## src/rtl/lifo_pkg.sv

```systemverilog
// rtl/lifo_pkg.sv - shared types and constants for the LIFO read-side engine

package lifo_pkg;

    typedef enum logic [1:0] {
        ST_IDLE  = 2'd0,
        ST_DRAIN = 2'd1,
        ST_FLUSH = 2'd2
    } lifo_state_e;

    localparam int LIFO_DATA_WIDTH = 8;
    localparam int LIFO_SKID_DEPTH = 2;

endpackage

```

## src/rtl/lifo_skid_buf.sv

```systemverilog
// rtl/lifo_skid_buf.sv - two-entry FIFO-ordered valid/ready buffer with occupancy

module lifo_skid_buf
    import lifo_pkg::*;
#(
    parameter int DATA_WIDTH = LIFO_DATA_WIDTH
) (
    input  logic                  clk,
    input  logic                  rst_n,
    input  logic                  s_tvalid,
    input  logic [DATA_WIDTH-1:0] s_tdata,
    output logic                  m_tvalid,
    input  logic                  m_tready,
    output logic [DATA_WIDTH-1:0] m_tdata,
    output logic [1:0]            occupancy
);

    logic [DATA_WIDTH-1:0] head_q;
    logic [DATA_WIDTH-1:0] tail_q;
    logic [1:0]            occ_q;
    logic                  pop;

    assign m_tvalid  = (occ_q != 2'd0);
    assign m_tdata   = head_q;
    assign occupancy = occ_q;
    assign pop       = m_tvalid && m_tready;

    // The head always holds the oldest entry; the tail only fills when the head is occupied.
    always_ff @(posedge clk or negedge rst_n) begin
        if (!rst_n) begin
            head_q <= '0;
            tail_q <= '0;
            occ_q  <= 2'd0;
        end else begin
            case ({s_tvalid, pop})
                2'b10: begin
                    if (occ_q == 2'd0) begin
                        head_q <= s_tdata;
                        occ_q  <= 2'd1;
                    end else if (occ_q == 2'd1) begin
                        tail_q <= s_tdata;
                        occ_q  <= 2'd2;
                    end
                end
                2'b01: begin
                    head_q <= tail_q;
                    occ_q  <= occ_q - 2'd1;
                end
                2'b11: begin
                    if (occ_q == 2'd1) begin
                        head_q <= s_tdata;
                    end else begin
                        head_q <= tail_q;
                        tail_q <= s_tdata;
                    end
                end
                default: ;
            endcase
        end
    end

endmodule

```

## src/rtl/lifo_reader.sv

```systemverilog
// rtl/lifo_reader.sv - LIFO drain engine; LIFO_READER_WAIT_EN makes fixed-length drains wait on empty

module lifo_reader
    import lifo_pkg::*;
#(
    parameter int DATA_WIDTH = LIFO_DATA_WIDTH,
    parameter int LEN_WIDTH  = 4
) (
    input  logic                  clk,
    input  logic                  rst_n,
    input  logic                  drain_start,
    input  logic [LEN_WIDTH-1:0]  drain_len,
    output logic                  lifo_read_en,
    input  logic [DATA_WIDTH-1:0] lifo_data_out,
    input  logic                  lifo_empty,
    output logic                  m_valid,
    input  logic                  m_ready,
    output logic [DATA_WIDTH-1:0] m_data,
    output logic                  busy,
    output logic                  done,
    output logic                  short,
    output logic [LEN_WIDTH-1:0]  pop_count
);

    lifo_state_e          state_q;
    lifo_state_e          state_d;
    logic [LEN_WIDTH-1:0] remaining_q;
    logic [LEN_WIDTH-1:0] pop_count_q;
    logic                 len0_q;
    logic                 inflight_q;
    logic                 short_q;
    logic                 busy_q;
    logic                 done_q;
    logic [1:0]           occ;
    logic                 out_fire;
    logic [2:0]           pending;
    logic                 exhausted;
    logic                 empty_end;
    logic                 start_ok;
    logic                 flush_done;
    logic                 set_short;

    assign out_fire = m_valid && m_ready;
    // Words already owned by the buffer after this edge, counting the one being returned by the LIFO.
    assign pending  = {1'b0, occ} + {2'b00, inflight_q} - {2'b00, out_fire};

    assign lifo_read_en = (state_q == ST_DRAIN) && !lifo_empty
                          && ((remaining_q != '0) || len0_q)
                          && (pending < 3'(LIFO_SKID_DEPTH));

    assign exhausted = !len0_q && (remaining_q == '0);

`ifdef LIFO_READER_WAIT_EN
    assign empty_end = len0_q && lifo_empty;
`else
    assign empty_end = lifo_empty;
`endif

    always_comb begin
        state_d    = state_q;
        start_ok   = 1'b0;
        flush_done = 1'b0;
        set_short  = 1'b0;
        case (state_q)
            ST_IDLE: begin
                if (drain_start) begin
                    state_d  = ST_DRAIN;
                    start_ok = 1'b1;
                end
            end
            ST_DRAIN: begin
                if (exhausted) begin
                    state_d = ST_FLUSH;
                end else if (empty_end) begin
                    state_d   = ST_FLUSH;
                    set_short = !len0_q;
                end
            end
            ST_FLUSH: begin
                if (!inflight_q && (occ == 2'd0)) begin
                    state_d    = ST_IDLE;
                    flush_done = 1'b1;
                end
            end
            default: state_d = ST_IDLE;
        endcase
    end

    always_ff @(posedge clk or negedge rst_n) begin
        if (!rst_n) begin
            state_q     <= ST_IDLE;
            remaining_q <= '0;
            pop_count_q <= '0;
            len0_q      <= 1'b0;
            inflight_q  <= 1'b0;
            short_q     <= 1'b0;
            busy_q      <= 1'b0;
            done_q      <= 1'b0;
        end else begin
            state_q    <= state_d;
            inflight_q <= lifo_read_en;
            done_q     <= flush_done;
            if (start_ok) begin
                remaining_q <= drain_len;
                len0_q      <= (drain_len == '0);
                pop_count_q <= '0;
                short_q     <= 1'b0;
                busy_q      <= 1'b1;
            end else if (lifo_read_en) begin
                pop_count_q <= pop_count_q + 1'b1;
                if (!len0_q) begin
                    remaining_q <= remaining_q - 1'b1;
                end
            end
            if (set_short) begin
                short_q <= 1'b1;
            end
            if (flush_done) begin
                busy_q <= 1'b0;
            end
        end
    end

    lifo_skid_buf #(
        .DATA_WIDTH(DATA_WIDTH)
    ) u_skid (
        .clk      (clk),
        .rst_n    (rst_n),
        .s_tvalid (inflight_q),
        .s_tdata  (lifo_data_out),
        .m_tvalid (m_valid),
        .m_tready (m_ready),
        .m_tdata  (m_data),
        .occupancy(occ)
    );

    assign busy      = busy_q;
    assign done      = done_q;
    assign short     = short_q;
    assign pop_count = pop_count_q;

endmodule

```

## config.mk

```make
export PLATFORM = sky130hd
export DESIGN_NAME = lifo_reader
export DESIGN_NICKNAME = d
export VERILOG_FILES = /design/src/rtl/lifo_pkg.sv /design/src/rtl/lifo_skid_buf.sv /design/src/rtl/lifo_reader.sv
export SDC_FILE = /design/constraint.sdc
export NUM_CORES = 1
export LEC_CHECK = 0
export ABC_AREA = 1
export CORE_MARGIN = 2
export CORE_UTILIZATION = 45
export CTS_BUF_LIST = sky130_fd_sc_hd__clkbuf_16
export CTS_CLUSTER_SIZE = 30
export DETAILED_ROUTE_END_ITERATION = 10
export PLACE_DENSITY = 0.72
export SYNTH_ARGS = -nofsm -noshare
export SYNTH_HDL_FRONTEND = slang
export SYNTH_HIERARCHICAL = 1
export SYNTH_SLANG_ARGS = --single-unit
```

## constraint.sdc

```tcl
create_clock -name clk -period 2.8 [get_ports clk]
set_clock_uncertainty 0.05 [all_clocks]
set_input_delay 0.42 -clock clk [delete_from_list [all_inputs] [get_ports clk]]
set_output_delay 0.42 -clock clk [all_outputs]
set_load 0.005 [all_outputs]
```

Word level (Yosys, flattened, before mapping)
Cells that the tools add are included.
Word-level totals
  register bits after elaboration: 33
  output and inout port bits: 17
  word-level logic and storage cells: 88
  bits of input ports: 17
Operators by class
  magnitude comparators: 1
  equal/unequal tests: 14
  $add $sub $neg: 5
  reductions and logical operators: 27
  multiplexer cells: 30
Operators with widths (count)
  8-bit two-way mux: 4
  8-bit one-hot mux with 3 select lines: 1
  4-bit two-way mux: 5
  8-bit one-hot mux with 2 select lines: 1
  2-bit two-way mux: 6
  2-bit nonzero test: 6
  1-bit two-way mux: 11
  2-bit inequality test (second input constant): 5
  4-bit zero test: 2
  2-bit by 1-bit == test with 1-bit output (second input constant): 3
  2-bit == test (second input constant): 3
  1-bit logical AND: 6
  2-bit one-hot mux with 3 select lines: 1
  2-bit AND reduction: 3
  3-bit AND reduction: 2
  4-bit by 1-bit adder with 4-bit output (second input constant): 1
  2-bit zero test: 2
  2-bit one-hot mux with 2 select lines: 1
  4-bit nonzero test: 1
  4-bit by 1-bit subtractor with 4-bit output (second input constant): 1
  2-bit by 1-bit adder with 3-bit output: 1
  1-bit zero test: 3
  3-bit by 2-bit < comparator with 1-bit output (second input constant): 1
  3-bit by 2-bit inequality test with 1-bit output (second input constant): 1
  other kinds (6): 6

Depth between registers and ports, before layout
  word-level depth: 7
  depth in mapped cells: 16
  depth with buffers taken out: 16

By module
Netlist, hierarchy kept.
Modules (own cells, without submodules)
  lifo_skid_buf: area an instance 1172.4 sq um, times used 1, cells each 178, seq. area each 450.4 sq um
  lifo_reader: area an instance 858.3 sq um, times used 1, cells each 107, seq. area each 375.4 sq um

Worst setup path before layout
No wires, ideal clock.
  path type: reg2out
  start point: reg u_skid.occ_q[1] (netlist: u_skid/occupancy[1])
  end point: out lifo_read_en
  cell stages (with the launch flop): 13
  setup slack: -0.081 ns
  arrival time: 2.411 ns
  path buffers: 0
  required time: 2.330 ns
  path through: dfrtp_1 > inv_1 > ha_1 > inv_2 > nand2_1 > inv_1 > ha_1 > or2_2 > fa_1 > nand3_1 > nor2_2 > nand2_2 > clkinv_2
On the way
  cells in the longest elaborated chain, start to end: 5
  elaborated cells on any way between the ends: 6
  those cells by class: 2 x add/sub; 1 x order compare; 3 x reduce/logical
Ends and longest elaborated chain
  start, declared: RTL line lifo_skid_buf.sv:20  | logic [1:0] occ_q;
  start signal, assigned: RTL line lifo_skid_buf.sv:47  | occ_q <= occ_q - 2'd1;
  2-bit nonzero test: RTL line lifo_skid_buf.sv:23  | assign m_tvalid = (occ_q != 2'd0);
  named net m_valid: RTL line lifo_reader.sv:16  | output logic m_valid,
  1-bit logical AND: RTL line lifo_reader.sv:43  | assign out_fire = m_valid && m_ready;
  3-bit by 1-bit subtractor with 3-bit output: RTL line lifo_reader.sv:45  | assign pending = {1'b0, occ} + {2'b00, inflight_q} - {2'b00, out_fire};
  3-bit by 2-bit < comparator with 1-bit output: RTL line lifo_reader.sv:49  | && (pending < 3'(LIFO_SKID_DEPTH));
  1-bit logical AND: RTL line lifo_reader.sv:49
  end, declared: RTL line lifo_reader.sv:13  | output logic lifo_read_en,
The timed path passes the listed nets, and every way through them passes these cells.

Worst setup path in the final report
  start point: reg u_skid.occ_q[0] (netlist: u_skid/occupancy[0])
  end point: out lifo_read_en
On the way
  cells in the longest elaborated chain, start to end: 5
  elaborated cells on any way between the ends: 6
  those cells by class: 2 x add/sub; 1 x order compare; 3 x reduce/logical
Ends and longest elaborated chain (RTL line)
  parallel branches: the longest is 2 deep, another holds 2-bit by 1-bit adder with 3-bit output
  3-bit by 1-bit subtractor with 3-bit output *: lifo_reader.sv:45
  3-bit by 2-bit < comparator with 1-bit output *: lifo_reader.sv:49
  1-bit logical AND *: lifo_reader.sv:49
Every way passes the cells marked *.

==> results.toml <==
[timing]
finalCritPeriodShare_pct = 104
rsz0062_at_grt = "true"
max_freq_mhz = 345
finalWorstSetupSlack_ps = -99.1
hold_slack_ps = 425
worstMarginPinSlew_ps = 434
hold_viol = 0
fin_crit_ps = 2900
finalSetupViolCount = 1
fin_setup_tns_ps = -99.1
slew_headroom_pct = 71.1
slew_viol_final = 0

[worst_hold_path]
hold_depth = 2
holdCritPathClass = "flip-flop to flip-flop"

[clock_network]
cts_buffers = 5
root_buffer = "clkbuf_16"
cts_tree = "done"
h-tree-depth = 2
cts_hold_buf = 0
clkTransAtPathRegs_ps = 50
cts_sinks = 33
insertion_delay_ps = 280
clockBufferDepth = 2

[place]
place_ws_ps = -533
place_congestion = 0.777
dp_hpwl_um = 3120
portBuffers = 33

[yosys]
synth_cells = 285
synth_cell_types = 29
synth_top_area_cell = "dfrtp_1"
synth_top_cell_area_share_pct = 40.7
synth-seq-area-share_pct = 40.7
syn_area_um2 = 2030
synth_nets = 309
synth_seq_cells = 33
synth.avg_cell_area_um2 = 7.13
synthTopCellsByArea = "dfrtp_1 (41%), nand2_1 (21%), nand3_1 (8.1%), inv_1 (6.3%), o21ai_0 (3.9%)"
yosysWarningCount = 6

[final_layout]
final_util_pct = 62.9
diodes = 0
nets = 366
fill_cells = 368
syn2layout_area_growth_pct = 34.8
drive_above_1_share_pct = 17.8
mostFrequentLayoutCell = "nand2_1"
final_cell_mix = "nand2_1 (114), dfrtp_1 (33), inv_1 (32), nand3_1 (32), clkdlybuf4s50_1 (31)"

[global_route]
track_usage_pct = 19.9
antenna_found_initial = 0
grt_max_degree = 34
grt_pass1_wl_um = 7890
grt.overflow.total = 0
grt_pass1_vias = 1756

[routing]
route.detailed.drc = 0
vias_per_cell = 4.98
dr_total_vias = 1968
drt_iter0_markers = 212
routed_wl_um = 4730
wire_per_inst_um = 12.0
drtPass1Iterations = 4
antenna_left = 0

[status]
status = "finished with violations"
violations = "negative setup slack"

[floorplan]
die_h_um = 71.2
rows = 24
die_w_um = 71.2
core_area_um2 = 4350
start_util_pct = 46.6
die-area_um2 = 5070
pin_count = 34

[job]
max_cap_violations = 0

[worst_setup_path]
cp_slowest_stage_delay_ps = 520
critPathLaunchType = "flip-flop"
worstSetupPathDepth = 13
path_buf_inv = 5
cp.required_ps = 2330
crit_type = "flip-flop to primary output"
slowest_stage = "fa_2"
cp-end-kind = "primary output"
worstPathCellList = "inv_2 -> ha_4 -> inv_4 -> nand2_2 -> inv_2 -> ha_4 -> or2_4 -> fa_2 -> nand3_2 -> nor2_2 -> nand2_2 -> clkinv_2 -> buf_6"
cp_top_family = "adder cells"
cp_max_fo = 2
ff2ff_path_depth = 18
critPathArrivalTime_ps = 2430

[pwr]
leakage_nw = 1.43
peakVddDrop_uv = 677
power.density_nw_per_um2 = 1040
[kinds of logic after synthesis]
logic type / Yosys count / synth area share [%]
AND/OR/NAND/NOR: 171 / 36.8
buffers and inverters: 45 / 9.18
flip-flops: 33 / 40.7
AO/OA/AOI/OAI: 26 / 7.39
adder cells (fa/ha/maj): 7 / 4.68
XOR/XNOR: 3 / 1.29
[tightest hold or removal path, delay by kind of cell (launching register included)]
family        cells  cell delay, ps
simple gates      2             100
flops             1             340
[report_power, final]
group / switching [mW] / total [mW] / leakage [nW] / internal (mW)
clock network: 0.192 / 0.515 / 0.0748 / 0.322
logic: 0.790 / 1.50 / 0.931 / 0.710
registers: 0.145 / 0.825 / 0.422 / 0.680
[synthesized netlist by cell type]
| library cell | count |
|---|---|
| nand2_1 | 115 |
| inv_1 | 34 |
| dfrtp_1 | 33 |
| nand3_1 | 33 |
| o21ai_0 | 16 |
| ha_1 | 6 |
| inv_2 | 5 |
| nand2_2 | 5 |
| nor2_1 | 5 |
| o21ai_1 | 5 |
| nor2_2 | 4 |
| a21oi_2 | 2 |
| buf_2 | 2 |
| nand3b_1 | 2 |
| nor2_4 | 2 |
| nor3_1 | 2 |
| xnor2_1 | 2 |
| a21oi_1 | 1 |
| a31oi_1 | 1 |
| buf_4 | 1 |
| buf_6 | 1 |
| clkinv_2 | 1 |
| fa_1 | 1 |
| inv_4 | 1 |
| nand2_4 | 1 |
| nand3_2 | 1 |
| o21ai_4 | 1 |
| or2_2 | 1 |
| xor2_1 | 1 |
[final timing paths]
kind                                     start                 to  slack, ps
setup / recovery           u_skid/occupancy[0]       lifo_read_en       -100
hold / removal               u_skid/m_tdata[7]  u_skid/m_tdata[7]        420
setup reg to reg           u_skid/occupancy[0]     remaining_q[2]          0
hold reg to reg              u_skid/m_tdata[7]  u_skid/m_tdata[7]        420
max in group asynchronous                rst_n       pop_count[0]       1910
min in group asynchronous                rst_n  u_skid/m_tdata[1]        500
[per-stage QoR]
| step | cells | cell area, um2 | power [mW] |
|---|---|---|---|
| after floorplan | 285 | 2040 | 1.69 |
| after global placement | 379 | 2510 | 2.15 |
| after detailed placement | 379 | 2510 | 2.18 |
| after CTS | 392 | 2690 | 2.76 |
| after global routing | 395 | 2740 | 3.09 |
| final | 395 | 2740 | 2.84 |
[state kept, by name (all words and copies together), names as in the netlist, 2 cells and up]
signal	cells
remaining_q	4
u_skid/occupancy	2
u_skid/m_tdata	8
pop_count	4
u_skid/tail_q	8
state_q	2
[timing repair]
item / 4_1_cts / 5_1_grt
pin swaps: 5 / 5
buffers inserted: 5 / 3
resized for setup: 8 / 7
setup endpoints to repair: 1 / 5
[cell type report]
class	count	area (um2)	share of cell area, %
clock buffer	5	125	4.57
clock inverter	3	13.8	0.503
inverter	41	160	5.85
multi-input combinational	207	1060	38.6
sequential	33	826	30.2
tap	52	65.1	2.38
timing repair buffer	54	492	18.0
[metal layers]
metal  share of wire, %  global-route usage, %  up-vias
li1                   -                      -     1006
met2                 48                   29.7       56
met1                 45                   27.7      897
met5                  0                      0        -
met3                5.2                   3.99        9
met4                2.3                   9.43        0
Note: power is estimated with default switching activity, not from simulation.
